File: src/rtl/mem_stage_ctrl.sv
// Memory stage controller: drives a multi-cycle req/ack data-memory port, stalls the front end
// while an access is pending, resolves the branch and owns the M->W register. Optional MEM_TIMEOUT_EN.
module mem_stage_ctrl #(
    parameter int DW      = 32,
    parameter int RW      = 5,
    parameter int TIMEOUT = 16
) (
    input  logic          clk,
    input  logic          reset,
    input  logic [31:0]   instrM,
    input  logic          RegWriteM,
    input  logic          MemtoRegM,
    input  logic          MemWriteM,
    input  logic          BranchM,
    input  logic          ZeroM,
    input  logic [DW-1:0] ALUOutM,
    input  logic [DW-1:0] WriteDataM,
    input  logic [RW-1:0] WriteRegM,
    output logic          PCSrcM,
    output logic          stallM,
    output logic          dmem_req,
    output logic          dmem_we,
    output logic [DW-1:0] dmem_addr,
    output logic [DW-1:0] dmem_wdata,
    input  logic          dmem_ack,
    input  logic [DW-1:0] dmem_rdata,
    output logic [31:0]   instrW,
    output logic          RegWriteW,
    output logic          MemtoRegW,
    output logic [DW-1:0] ReadDataW,
    output logic [DW-1:0] ALUOutW,
    output logic [RW-1:0] WriteRegW,
    output logic          mem_err
);

    // state | meaning
    // IDLE  | no access pending; non-memory ops pass to W in one cycle
    // REQ   | dmem_req held, waiting for dmem_ack (or timeout)
    // DONE  | access finished; load data / store result written to W
    typedef enum logic [1:0] {IDLE, REQ, DONE} state_t;

    state_t        state, state_next;
    logic          accM;
    logic          req_start, req_end, w_pass, w_kill, rd_sel;
    logic          tmo_hit, tmo_fire, tmo_flag;
    logic [DW-1:0] rbuf;

    assign accM   = MemtoRegM | MemWriteM;
    assign PCSrcM = BranchM & ZeroM;

    always_ff @(posedge clk) begin
        if (!reset) state <= IDLE;
        else        state <= state_next;
    end

    always_comb begin
        state_next = state;
        stallM     = 1'b0;
        req_start  = 1'b0;
        req_end    = 1'b0;
        tmo_fire   = 1'b0;
        w_pass     = 1'b0;
        w_kill     = 1'b0;
        rd_sel     = 1'b0;
        case (state)
            IDLE: begin
                if (accM) begin
                    stallM     = 1'b1;
                    req_start  = 1'b1;
                    state_next = REQ;
                end else begin
                    w_pass = 1'b1;
                end
            end
            REQ: begin
                stallM = 1'b1;
                // a completing ack wins over a timeout in the same cycle
                if (dmem_ack) begin
                    req_end    = 1'b1;
                    state_next = DONE;
                end else if (tmo_hit) begin
                    req_end    = 1'b1;
                    tmo_fire   = 1'b1;
                    state_next = DONE;
                end
            end
            DONE: begin
                w_pass     = 1'b1;
                rd_sel     = 1'b1;
                w_kill     = tmo_flag;
                state_next = IDLE;
            end
            default: state_next = IDLE;
        endcase
    end

    always_ff @(posedge clk) begin
        if (!reset) begin
            dmem_req   <= 1'b0;
            dmem_we    <= 1'b0;
            dmem_addr  <= '0;
            dmem_wdata <= '0;
            rbuf       <= '0;
            instrW     <= '0;
            RegWriteW  <= 1'b0;
            MemtoRegW  <= 1'b0;
            ReadDataW  <= '0;
            ALUOutW    <= '0;
            WriteRegW  <= '0;
        end else begin
            if (req_start) begin
                dmem_req   <= 1'b1;
                dmem_we    <= MemWriteM;
                dmem_addr  <= ALUOutM;
                dmem_wdata <= WriteDataM;
            end else if (req_end) begin
                dmem_req <= 1'b0;
            end
            // stores and aborted loads leave zero in the read buffer
            if (req_end) rbuf <= (!tmo_fire && !dmem_we) ? dmem_rdata : '0;
            if (w_pass) begin
                instrW    <= instrM;
                RegWriteW <= RegWriteM & ~w_kill;
                MemtoRegW <= MemtoRegM;
                ReadDataW <= rd_sel ? rbuf : '0;
                ALUOutW   <= ALUOutM;
                WriteRegW <= WriteRegM;
            end else begin
                instrW    <= '0;
                RegWriteW <= 1'b0;
                MemtoRegW <= 1'b0;
                ReadDataW <= '0;
                ALUOutW   <= '0;
                WriteRegW <= '0;
            end
        end
    end

`ifdef MEM_TIMEOUT_EN
    localparam int             CW       = $clog2(TIMEOUT + 1);
    localparam logic [CW-1:0]  TMO_LAST = CW'(TIMEOUT - 1);

    logic [CW-1:0] tmo_cnt;

    // hit on the REQ cycle in which the ackless count would reach TIMEOUT
    assign tmo_hit = (tmo_cnt == TMO_LAST);

    always_ff @(posedge clk) begin
        if (!reset) begin
            tmo_cnt  <= '0;
            tmo_flag <= 1'b0;
            mem_err  <= 1'b0;
        end else begin
            if (req_start) begin
                tmo_cnt  <= '0;
                tmo_flag <= 1'b0;
            end else if (state == REQ && !dmem_ack) begin
                tmo_cnt <= tmo_cnt + 1'b1;
            end
            if (tmo_fire) begin
                tmo_flag <= 1'b1;
                mem_err  <= 1'b1;
            end
        end
    end
`else
    assign tmo_hit  = 1'b0;
    assign tmo_flag = 1'b0;
    assign mem_err  = 1'b0;
`endif

endmodule

File: config.mk
export PLATFORM = sky130hd
export DESIGN_NAME = mem_stage_ctrl
export DESIGN_NICKNAME = d
export VERILOG_FILES = /design/src/rtl/mem_stage_ctrl.sv
export SDC_FILE = /design/constraint.sdc
export NUM_CORES = 1
export LEC_CHECK = 0
export CAP_MARGIN = 20
export CORE_ASPECT_RATIO = 0.6
export CORE_MARGIN = 2
export CORE_UTILIZATION = 41
export CTS_CLUSTER_DIAMETER = 100
export DETAILED_ROUTE_END_ITERATION = 8
export PLACE_DENSITY = 0.84
export SETUP_SLACK_MARGIN = 0.3
export SLEW_MARGIN = 20
export SYNTH_ARGS = -nofsm -noshare
export SYNTH_HDL_FRONTEND = slang
export SYNTH_SLANG_ARGS = --single-unit
File: constraint.sdc
create_clock -name clk -period 1.35 [get_ports clk]
set_input_delay 0.27 -clock clk [delete_from_list [all_inputs] [get_ports clk]]
set_output_delay 0.27 -clock clk [all_outputs]
set_load 0.03 [all_outputs]
======== After elaboration in Yosys (flattened, before gate mapping) ========
Cells that the tools add are included.
cells by class
  add/subtract/negate cells ............... 0
  multipliers ............................. 0
  div/mod/pow operators ................... 0
  $lt $le $gt $ge ......................... 0
  equality and inequality tests ........... 4
  shift operators ......................... 0
  muxes and demuxes ....................... 14
  bitwise operators ....................... 2
  reduce and logical (&&, ||, !) cells .... 5
operator list
  operator                                                         count
  32-bit two-way mux                                               1
  1-bit two-way mux                                                8
  2-bit two-way mux                                                2
  2-bit != test, second input constant                             2
  1-bit one-hot mux with 2 select lines                            2
  2-bit one-hot mux with 2 select lines                            1
  2-bit AND reduction                                              2
  3-bit AND reduction                                              1
  2-bit by 1-bit == test with 1-bit output, second input constant  1
  2-bit == test, second input constant                             1
  2-bit logical NOT                                                1
  2-bit nonzero test                                               1
  1-bit AND                                                        1
  1-bit bitwise OR                                                 1
storage, ports and cells
  register bits ........................... 203
  latch bits .............................. 0
  RAM bits ................................ 0
  bits in read-only memories .............. 0
  input bits .............................. 141
  output and inout bits ................... 172
  logic and storage cells ................. 37
  memories kept ........................... 0

======== Depth between registers and ports, before layout ========
Gate-level depths: netlist (run 1).
  depth in word-level cells ............... 4
  gate-level depth with buffers ........... 5
  depth with buffers taken out ............ 3

======== Worst setup path after synthesis (run 1) ========
OpenSTA, ideal clock, no wires.
  path kind ............................... register -> register
  start ................................... reg state[1]
  end ..................................... reg dmem_addr[0]
  arrival ................................. 1.143 ns
  path slack .............................. 0.135 ns
  stages on the path, launching flop included .. 6
  path buffers ............................ 3
  clock period less this slack ............ 1.215 ns
  path through ............................ dfxtp_1 buf_2 nor3_4 buf_6 buf_6 mux2i_1
between the ends
  word-level cells in the longest chain between the ends .. 2
RTL lines
  item                    line  source
  from (decl)             42    state_t state, state_next;
  from (signal assigned)  53    else state <= state_next;
  2-bit logical NOT       65    case (state)
  1-bit two-way mux       65
  to (signal assigned)    114   dmem_addr <= ALUOutM;
  to (decl)               23    output logic [DW-1:0] dmem_addr,
No other way between the ends.
A chain may end at the register's enable or synchronous reset.

======== Worst setup path in the final report (run 1) ========
  start ................................... reg state[0]
  end ..................................... reg ALUOutW[13]
between the ends
  word-level cells in the longest chain between the ends .. 3
  elaborated cells between the ends (all ways) .. 4
RTL lines
  item                                                line  source
  2-bit == test or 2-bit logical NOT (tied branches)  65
  1-bit one-hot mux with 2 select lines *             65
  2-bit AND reduction (no line) *                     -
  to (signal assigned)                                126   ALUOutW <= ALUOutM;
  to (decl)                                           31    output logic [DW-1:0] ALUOutW,
Every way passes the cells marked *; elsewhere a longest branch is shown, timed or not.

==> summary.txt, run 1 <==
Route
  – Vias: 6104
  – Pre-antenna DRT Iters: 4
  – Uppermost layer routed: met5
  – Routed Wire Length: 23.3 mm
  – Detail Route Antenna Nets: 0
  – Met1 WL: 9.40 mm
  – Met2 WL: 11.4 mm
  – Residual DRC: 0
  – Routed len/inst: 18.4 um
  – Initial DRC count: 399
  – Vias per cell: 4.83
  – Routed length on met3: around 2.0 mm

Critical path
  – Worst Setup Start Kind: flip-flop
  – Critical Path RT: between 1.5 and 2 ns
  – R2R cell count: 6
  – Worst R2R End: ALUOutW[13]
  – Critical Path AT: 1.85 ns
  – Reg2reg start: state[0]
  – CP Class: flip-flop to flip-flop
  – Crit-path max FO: 8
  – CP Capture Type: flip-flop
  – R2r setup slk: -0.08 ns

Die
  – Core area: 16300 sq um
  – Die Area: 17700 sq um
  – Ports: 313
  – Starting Density: 41.9%
  – Die X: 170 um
  – Die height: ~100 um
  – Row cnt: 36

Clock tree
  – CTS Hold Bufs: 0
  – Clock root buffer: clkbuf_16
  – CTS Buffer Depth: 3
  – TritonCTS Sinks: 203
  – Clock-pin slew on the worst setup and hold paths: 0.07 ns
  – H-Tree Depth: 1
  – Num CTS Buffers: 19
  – CTS tree: done
  – Clk Latency, worst-skew pair: 0.49 ns

Synth
  – Share of the synthesized area in the top cell type: 59.7%
  – Synth area leader: dfxtp_1
  – Cell Area, Synth: roughly 6800 sq um
  – Synth Register Bits: just over 200
  – Main area contributors after synthesis: dfxtp_1 (60%), mux2i_1 (9.4%), nand2_1 (9.0%)
  – Gate Count Post-Synth: 666
  – Post-synthesis sequential area ratio: 59.7%
  – Syn Nets: 807
  – Syn_area_per_cell: 10.2 sq um
  – Yosys cell types: 22
  – Yosys warning total: 0

Final layout
  – Layout Cells excl Fill: 1265
  – Ant. Diodes: 0
  – Layout cells sized above 1: 48.4%
  – Nets: approximately 1200
  – Layout filler cell count: 968
  – Final Core Density: between 70% and 80%
  – Multi-input combinational cell area: 2630 sq um
  – Area growth syn-to-layout: 83.8%
  – Register area: roughly 4300 sq um

Global route
  – First-pass GRT wire length: 32.3 mm
  – Total GRT Usage: a little under a quarter
  – Vias in the first global route: 5982
  – GRT overflow: 0
  – Largest net degree at the start of global routing: 111
  – Antenna violations before repair: 1

Pwr
  – Pleak: around 5.5 nW
  – Pwr Total: about 0.015 W
  – Pwr Density: 1220 nW/um^2
  – Max rail drop VDD: 0.922 mV

Outcome
  – Failing checks: negative setup slack
  – Status: finished with violations

Timing
  – Hold_ws: 0.254 ns
  – Tmin final: 1.43 ns
  – Tcrit/Tclk final: 106%
  – Worst clock skew: 0.0109 ns
  – Final WS setup: -0.0786 ns
  – Slew Viols, Final: 0
  – Fmax: 700 MHz
  – Final Setup Violations: 129
  – Final Hold Vio Count: 0
  – RSZ-0062 raised after global routing: true

Run
  – Maxcap violations: 0

Place
  – DP Wirelength: about 14 mm
  – Inst Count DP: 1177
  – Dpl ws: -0.520 ns
  – Routability congestion estimate: 0.793
  – I/O Buffers: 311

Worst hold path
  – Hold path endpoint: rbuf[30]
  – Worst Hold Launch: reset
  – Hold path depth: 4
  – HP Class: input pin to flip-flop
## layout by cell type (no fill, tap or decap), types with 3 or more instances in the layout
master,Yosys,final
and2_1,72,59
and2_4,0,13
and3_1,34,32
buf_12,0,35
buf_16,0,7
buf_4,5,35
buf_6,9,164
buf_8,0,3
bufinv_16,0,3
clkbuf_1,25,3
clkbuf_16,0,27
clkbuf_8,0,5
clkdlybuf4s50_1,0,136
dfxtp_1,203,32
dfxtp_2,0,168
dfxtp_4,0,3
mux2i_1,64,63
nand2_1,163,163
nand4b_1,32,32
o21ai_1,32,11
o21ai_2,0,21
## cell families (layout without fill, tap and decap cells)
kind of cell           Yosys count  in the layout  share of synthesized area [%]
muxes                           64             64                           9.41
and+or+nand+nor                308            308                           23.6
AOI/OAI and AO/OA               36             36                           2.81
DFF                            203            203                           59.7
buffers and inverters           54            425                           4.46
other                            1              1                         0.0551
## sequential cells by signal, indices dropped and copies added (netlist names), 2 cells and up
register / cells
dmem_addr: 32
instrW: 32
WriteRegW: 5
ReadDataW: 32
dmem_wdata: 32
ALUOutW: 32
state: 2
rbuf: 32
## worst max-delay path: stages, from the launching register on
cell	delay (ns)
dfxtp_4	0.36
buf_6	0.13
and2b_4	0.26
o21a_4	0.25
buf_12	0.14
buf_16	0.11
and2_1	0.13
## worst max path at each step
stage / start / to / slack [ns] / cells after the start
after floorplan: state[1] / dmem_addr[0] / 0.22 / 5
after global routing: state[1] / dmem_addr[23] / -0.12 / 5
after detailed placement: MemWriteM / stallM / -0.52 / 4
after CTS: state[0] / stallM / -0.07 / 3
after global placement: MemWriteM / stallM / -0.50 / 4
final: state[0] / ALUOutW[13] / -0.08 / 6
## cell type report
type,instances,area share [%]
clock buffer,27,4.44
clock inverter,7,0.939
multi-input combinational,409,21.0
sequential,203,34.2
tap,228,2.28
timing repair buffer,391,37.1
## synth_stat cells
master     count
a21oi_1        1
a31o_2         1
and2_1        72
and2b_4        1
and3_1        34
and3b_1        1
buf_1          3
buf_2         12
buf_4          5
buf_6          9
clkbuf_1      25
conb_1         1
dfxtp_1      203
mux2i_1       64
nand2_1      163
nand4b_1      32
nor2_1         3
nor3_1         1
nor3_4         1
o21a_2         1
o21ai_1       32
o2bb2ai_1      1
## stage by stage
stage,area [sq um],TNS [ns]
finish,12500,-5.39
global route,12500,-11.43
CTS,11800,-3.34
detailed placement,10500,-51.45
global placement,10500,-46.98
floorplan,6920,0
## power breakdown
part	switching [W]	leakage, nW	total [W]	internal, W
Sequential	0.000203	1.73	0.00653	0.00633
Clock	0.00231	0.333	0.00576	0.00346
Combinational	0.00136	3.45	0.00299	0.00164
Total	0.00387	5.51	0.0153	0.0114
## layer usage
layer,vias up,GRT usage [%]
met3,37,9.25
met4,2,5.56
met5,-,0
met2,207,39.5
li1,2908,-
met1,2950,27.1
## timing repair
item,4_1_cts,5_1_grt
pin swaps,22,24
gates resized for setup,1181,86
endpoints found under the setup margin,373,373
setup buffers,15,23
gates cloned,5,11
Note: power is estimated with default switching activity, not from simulation.
==> run 2: changes to the inputs <==
--- a/config.mk
+++ b/config.mk
@@ -8,10 +8,11 @@
 export CAP_MARGIN = 20
 export CORE_ASPECT_RATIO = 0.6
 export CORE_MARGIN = 2
-export CORE_UTILIZATION = 41
+export CORE_UTILIZATION = 43
+export CTS_BUF_LIST = sky130_fd_sc_hd__clkbuf_4
 export CTS_CLUSTER_DIAMETER = 100
 export DETAILED_ROUTE_END_ITERATION = 8
-export PLACE_DENSITY = 0.84
+export PLACE_DENSITY = 0.87
 export SETUP_SLACK_MARGIN = 0.3
 export SLEW_MARGIN = 20
 export SYNTH_ARGS = -nofsm -noshare
==> run 2 against run 1 <==
The run still ends with negative setup slack left; combinational power grew 7.4%; clock-buffer cell count is 38 higher; register-to-register slack worse by 0.20 ns; wire length up 20%; sequential power about the same; non-clock buffer count rose by 12; critical path type unchanged; critical endpoint is now rbuf[9].
==> summary.txt, run 2 (synthesized netlist as in run 1, its figures left out) <==
Outcome
  – Status: finished with violations (unchanged)
  – Failing checks: negative setup slack (unchanged)

Pwr
  – Part of the power in combinational logic: 22.0% (was 19.6%)
  – Sequential Power Share: 44.8% (was 42.7%)
  – P_int: 0.0103 W (was 0.0114 W)
  – Clk pwr share: 33.1% (was 37.7%)
  – Max rail drop VDD: 0.735 mV (was 0.922 mV)
  – Pwr Density: 1140 nW/um^2 (was 1220 nW/um^2)
  – Pwr Total: 0.0146 W (was 0.0153 W)
  – P_sw: 0.00428 W (was 0.00387 W)
  – Pleak: 5.63 nW (was 5.51 nW)
  – Switching Fraction: 29.3% (was 25.3%)

Global route
  – Vias in the first global route: 6395 (was 5982)
  – Antenna violations before repair: 2 (was 1)
  – Largest net degree at the start of global routing: 97 (was 111)
  – Total GRT Usage: 27.3% (was 23.1%)
  – First-pass GRT wire length: 35.9 mm (was 32.3 mm)
  – GRT overflow: 0 (unchanged)

Place
  – Inst Count DP: 1147 (was 1177)
  – Routability congestion estimate: 0.764 (was 0.793)
  – Dpl ws: -0.429 ns (was -0.520 ns)
  – I/O Buffers: 311 (unchanged)
  – DP Wirelength: 14.2 mm (was 14.0 mm)

Final layout
  – Nets: 1205 (was 1165)
  – Most frequent cells in the layout: buf_6 (171), dfxtp_2 (164), nand2_1 (163), clkdlybuf4s50_1 (137), clkbuf_4 (65) (was dfxtp_2 (168), buf_6 (164), nand2_1 (163), clkdlybuf4s50_1 (136), mux2i_1 (63))
  – Layout filler cell count: 823 (was 968)
  – Area growth syn-to-layout: 88.2% (was 83.8%)
  – Register area: 4300 sq um (was 4290 sq um)
  – Layout Cells excl Fill: 1300 (was 1265)
  – Most common cell after layout, fill and taps aside: buf_6 (was dfxtp_2)
  – Layout cells sized above 1: 52.6% (was 48.4%)
  – Multi-input combinational cell area: 2740 sq um (was 2630 sq um)

Route
  – Vias: 6671 (was 6104)
  – Routed Wire Length: 28.0 mm (was 23.3 mm)
  – Routed len/inst: 21.5 um (was 18.4 um)
  – Detail Route Antenna Nets: 0 (unchanged)
  – Residual DRC: 0 (unchanged)
  – Initial DRC count: 437 (was 399)
  – Pre-antenna DRT Iters: 5 (was 4)
  – Vias per cell: 5.13 (was 4.83)

Die
  – Row cnt: 35 (was 36)
  – Ports: 313 (unchanged)
  – Die height: 101 um (was 104 um)
  – Die X: 166 um (was 170 um)
  – Core area: 15400 sq um (was 16300 sq um)
  – Starting Density: 44.2% (was 41.9%)
  – Die Area: 16900 sq um (was 17700 sq um)

Clock tree
  – Clock root buffer: clkbuf_4 (was clkbuf_16)
  – TritonCTS Sinks: 203 (unchanged)
  – CTS tree: done (unchanged)
  – CTS Buffer Depth: 3 (unchanged)
  – Clock-pin slew on the worst setup and hold paths: 0.08 ns (was 0.07 ns)
  – Clk Latency, worst-skew pair: 0.63 ns (was 0.49 ns)
  – Num CTS Buffers: 47 (was 19)
  – H-Tree Depth: 2 (was 1)

Timing
  – Final Setup Violations: 196 (was 129)
  – Final Hold Vio Count: 0 (unchanged)
  – Tmin final: 1.63 ns (was 1.43 ns)
  – Fin Setup TNS: -16.05 ns (was -5.39 ns)
  – Worst clock skew: 0.0537 ns (was 0.0109 ns)
  – Tcrit/Tclk final: 121% (was 106%)
  – Final WS setup: -0.278 ns (was -0.0786 ns)
  – Fmax: 614 MHz (was 700 MHz)
  – RSZ-0062 raised after global routing: true (unchanged)
  – Slew Viols, Final: 0 (unchanged)

Critical path
  – Critical Path AT: 2.14 ns (was 1.85 ns)
  – CP max stage cell: dfxtp_4 (unchanged)
  – CP Class: flip-flop to flip-flop (unchanged)
  – Max incr delay on CP: 0.36 ns (about the same)
  – CP Capture Type: flip-flop (unchanged)
  – Crit-path max FO: 7 (was 8)
  – Critical Path RT: 1.86 ns (was 1.78 ns)
  – Critical Path Most Common Cell: buf_6
  – CP Cell Sequence: buf_6 -> buf_6 -> and3b_2 -> buf_6 -> buf_8 -> buf_12 -> nand4b_1 -> o21ai_1 (was buf_6 -> and2b_4 -> o21a_4 -> buf_12 -> buf_16 -> and2_1)
  – Worst Setup Start Kind: flip-flop (unchanged)

Run
  – Maxcap violations: 0 (unchanged)

Worst hold path
  – HP Class: input pin to flip-flop (unchanged)
==> run 2: cell types whose count changed in the layout (fill, tap and decap cells not counted), sizes merged, moves of 2 or more <==
cell	previous run	this run
clkdlybuf4s15	0	2
dlymetal6s2s	2	0
clkbuf	35	77
clkinv	3	15
buf	244	251
bufinv	3	0
==> run 2: routing by layer <==
metal / GRT usage (%) / routed length (um) / vias to the layer above / share of wire, %
met5: 0 / 0 / - / 0
met4: 8.16 / 692 / 0 / 2.5
met3: 9.81 / 2510 / 69 / 9.0
met2: 47.5 / 13800 / 336 / 49
li1: - / - / 3019 / -
met1: 32.1 / 10900 / 3247 / 39
==> run 2: final cells by class <==
type | count | area share (%)
diodes | 1 | 0.0195
clock buffers | 65 | 3.81
clock inverters | 16 | 0.478
multi-input cells | 409 | 21.4
flip-flops and latches | 203 | 33.5
well taps | 203 | 1.98
repair buffers | 403 | 38.8
==> run 2: timing repair <==
item / 4_1_cts / 5_1_grt
gates resized for setup: 1265 / 81
hold buffers: 1 / 0
hold endpoints to repair: 5 / 0
setup endpoints to repair: 373 / 373
buffers inserted: 24 / 18
pin swaps: 28 / 31
gates cloned: 11 / 17
==> run 2: power by group through the flow <==
stage                     Clock (W)  Combinational [W]  Sequential, W
after floorplan                   0           0.000737        0.00702
after global placement            0            0.00235        0.00657
after detailed placement          0            0.00239        0.00658
after CTS                   0.00470            0.00283        0.00652
after global routing        0.00520            0.00334        0.00656
final                       0.00483            0.00321        0.00654
==> run 2: critical path, delay by kind of cell (launching register included) <==
| kind | cells | cell delay [ns] |
|---|---|---|
| compound gates | 1 | 0.13 |
| flops | 1 | 0.36 |
| simple gates | 2 | 0.47 |
| buf+inv | 5 | 0.60 |
==> run 2: worst paths after layout <==
path	startpoint	cells after the start	slack, ns	end
worst max-delay path	state[1]	8	-0.28	rbuf[9]
worst min-delay path	reset	4	0.11	dmem_addr[15]
worst min register to register	rbuf[2]	2	0.45	rbuf[2]
worst max register to register	state[1]	8	-0.28	rbuf[9]
==> run 2: per-stage QoR <==
stage          utilization [%]  hold WS, ns  instance area [sq um]
3_3_place_gp              67.4        0.432                  10400
5_1_grt                   83.1       0.0936                  12800
2_1_floorplan                -        0.397                   6920
6_report                  83.1        0.107                  12800
3_5_place_dp              67.4        0.436                  10400
4_1_cts                   77.8       0.0949                  12000
==> run 3: changes to the inputs <==
--- a/config.mk
+++ b/config.mk
@@ -12,7 +12,7 @@
 export CTS_BUF_LIST = sky130_fd_sc_hd__clkbuf_4
 export CTS_CLUSTER_DIAMETER = 100
 export DETAILED_ROUTE_END_ITERATION = 8
-export PLACE_DENSITY = 0.87
+export PLACE_DENSITY_LB_ADDON = 0.2
 export SETUP_SLACK_MARGIN = 0.3
 export SLEW_MARGIN = 20
 export SYNTH_ARGS = -nofsm -noshare
==> run 3 against run 2 <==
The flow still finishes with violations (negative setup slack); critical path depth unchanged; die area unchanged; core utilization up 3.0 points; via count down 3.4%; wire length down 6.8%; cell count up 1.1%; non-clock buffer count up 19; clock-buffer cell count up 1; combinational power up 7.5%; sequential power about the same.
==> summary.txt, run 3 (synthesized netlist as in run 1, its figures left out) <==
Route
  – Initial DRC count: 272 (was 437)
  – Residual DRC: 0 (unchanged)
  – Vias: 6446 (was 6671)
  – Pre-antenna DRT Iters: 5 (unchanged)
  – Vias per cell: 4.91 (was 5.13)
  – Detail Route Antenna Nets: 0 (unchanged)
  – Routed len/inst: 19.8 um (was 21.5 um)
  – Routed Wire Length: 26.1 mm (was 28.0 mm)

Critical path
  – Critical Path RT: 1.80 ns (was 1.86 ns)
  – Worst Setup Start Kind: flip-flop (unchanged)
  – Critical Path AT: 2.02 ns (was 2.14 ns)
  – CP Capture Type: flip-flop (unchanged)
  – Crit-path max FO: 5 (was 7)
  – CP Class: flip-flop to flip-flop (unchanged)

Pwr
  – Part of the power in combinational logic: 23.5% (was 22.0%)
  – Max rail drop VDD: 0.949 mV (was 0.735 mV)
  – Pleak: 5.91 nW (was 5.63 nW)
  – P_int: 0.0106 W (was 0.0103 W)
  – Pwr Density: 1110 nW/um^2 (was 1140 nW/um^2)
  – P_sw: 0.00415 W (was 0.00428 W)
  – Clk pwr share: 32.0% (was 33.1%)
  – Sequential Power Share: 44.5% (was 44.8%)
  – Switching Fraction: 28.2% (was 29.3%)

Final layout
  – Most common cell after layout, fill and taps aside: dfxtp_2 (was buf_6)
  – Ant. Diodes: 0 (was 1)
  – Area growth syn-to-layout: 95.0% (was 88.2%)
  – Nets: 1224 (was 1205)
  – Most frequent cells in the layout: dfxtp_2 (167), nand2_1 (163), buf_6 (147), clkdlybuf4s50_1 (137), and2_4 (67) (was buf_6 (171), dfxtp_2 (164), nand2_1 (163), clkdlybuf4s50_1 (137), clkbuf_4 (65))
  – Final Core Density: 86.2% (was 83.1%)
  – Layout cells sized above 1: 56.7% (was 52.6%)

Die
  – Die X: 166 um (unchanged)
  – Starting Density: 44.2% (unchanged)
  – Core area: 15400 sq um (unchanged)
  – Row cnt: 35 (unchanged)
  – Die height: 101 um (unchanged)
  – Ports: 313 (unchanged)
  – Die Area: 16900 sq um (unchanged)

Timing
  – Worst clock skew: 0.0360 ns (was 0.0537 ns)
  – Tmin final: 1.57 ns (was 1.63 ns)
  – Final Setup Violations: 172 (was 196)
  – Final WS setup: -0.220 ns (was -0.278 ns)
  – Slew Viols, Final: 0 (unchanged)
  – RSZ-0062 raised after global routing: true (unchanged)
  – Tcrit/Tclk final: 116% (was 121%)
  – Final Hold Vio Count: 0 (unchanged)
  – Rel. slew slack: between 50% and 60%
  – Worst Max-Slew Pin Slew: ~0.61 ns
  – Hold_ws: 0.165 ns (was 0.107 ns)
  – Fmax: 637 MHz (was 614 MHz)

Clock tree
  – Clock root buffer: clkbuf_4 (unchanged)
  – TritonCTS Sinks: 203 (unchanged)
  – Clk Latency, worst-skew pair: 0.60 ns (was 0.63 ns)
  – CTS Buffer Depth: 3 (unchanged)
  – Num CTS Buffers: 47 (unchanged)
  – Clock-pin slew on the worst setup and hold paths: 0.07 ns (was 0.08 ns)
  – CTS Hold Bufs: 0 (was 1)
  – CTS tree: done (unchanged)
  – H-Tree Depth: 2 (unchanged)

Place
  – Routability congestion estimate: 0.799 (was 0.764)
  – I/O Buffers: 311 (unchanged)
  – DP Wirelength: 13.7 mm (was 14.2 mm)

Global route
  – Largest net degree at the start of global routing: 142 (was 97)
  – Antenna violations before repair: 0 (was 2)
  – Total GRT Usage: 26.4% (was 27.3%)
  – Vias in the first global route: 6158 (was 6395)
  – GRT overflow: 0 (unchanged)
  – First-pass GRT wire length: 34.5 mm (was 35.9 mm)

Worst hold path
  – HP Class: input pin to flip-flop (unchanged)

Run
  – Maxcap violations: 0 (unchanged)

Outcome
  – Status: finished with violations (unchanged)
  – Failing checks: negative setup slack (unchanged)
run 3: power by group through the flow:
stage	combinational, W	sequential (W)	clock, W
CTS	0.00306	0.00653	0.00461
floorplan	0.000737	0.00702	0
detailed placement	0.00251	0.00660	0
global route	0.00360	0.00657	0.00512
finish	0.00345	0.00655	0.00471
global placement	0.00248	0.00659	0
run 3: per-stage QoR:
| stage | instance area, sq um | instances | total power, W | setup TNS, ns | setup slack (ns) |
|---|---|---|---|---|---|
| after floorplan | 6920 | 666 | 0.00776 | 0 | 0.222 |
| after CTS | 12500 | 1277 | 0.0142 | -15.42 | -0.186 |
| after global routing | 13300 | 1314 | 0.0153 | -33.64 | -0.298 |
| after detailed placement | 10600 | 1151 | 0.00911 | -51.10 | -0.505 |
| after global placement | 10600 | 1151 | 0.00908 | -48.70 | -0.500 |
| final | 13300 | 1314 | 0.0147 | -20.35 | -0.220 |
run 3: worst max-delay path, stage by stage (launching register included):
cell     delay [ns]
dfxtp_4        0.36
buf_6          0.12
buf_12         0.12
buf_6          0.11
o21a_4         0.24
buf_12         0.14
buf_6          0.11
buf_12         0.13
and2_4         0.13
run 3: cell type report:
class | instances | area [sq um]
timing repair buffer | 422 | 5430
sequential | 203 | 4290
multi-input combinational | 409 | 2780
fill | 750 | 2130
clock buffer | 66 | 495
tap | 203 | 254
clock inverter | 11 | 41.3
run 3: timing repair:
action	CTS	global route
cloned	17	8
gates resized for setup	1126	117
setup endpoints to repair	373	373
pin swaps	10	46
buffers inserted	32	29
run 3: final timing paths:
| path | startpoint | end | slack (ns) | cells after the start |
|---|---|---|---|---|
| worst min register to register | rbuf[28] | rbuf[28] | 0.46 | 2 |
| worst max register to register | state[1] | ALUOutW[24] | -0.22 | 8 |
| worst min-delay path | reset | dmem_req | 0.17 | 3 |
| worst max-delay path | state[1] | ALUOutW[24] | -0.22 | 8 |
run 3: layer usage:
| metal | vias up | share of wire [%] | GRT usage (%) |
|---|---|---|---|
| met3 | 54 | 7.9 | 10.4 |
| met2 | 256 | 50 | 45.6 |
| li1 | 3049 | - | - |
| met5 | - | 0 | 0 |
| met1 | 3087 | 40 | 30.7 |
| met4 | 0 | 2.8 | 8.16 |
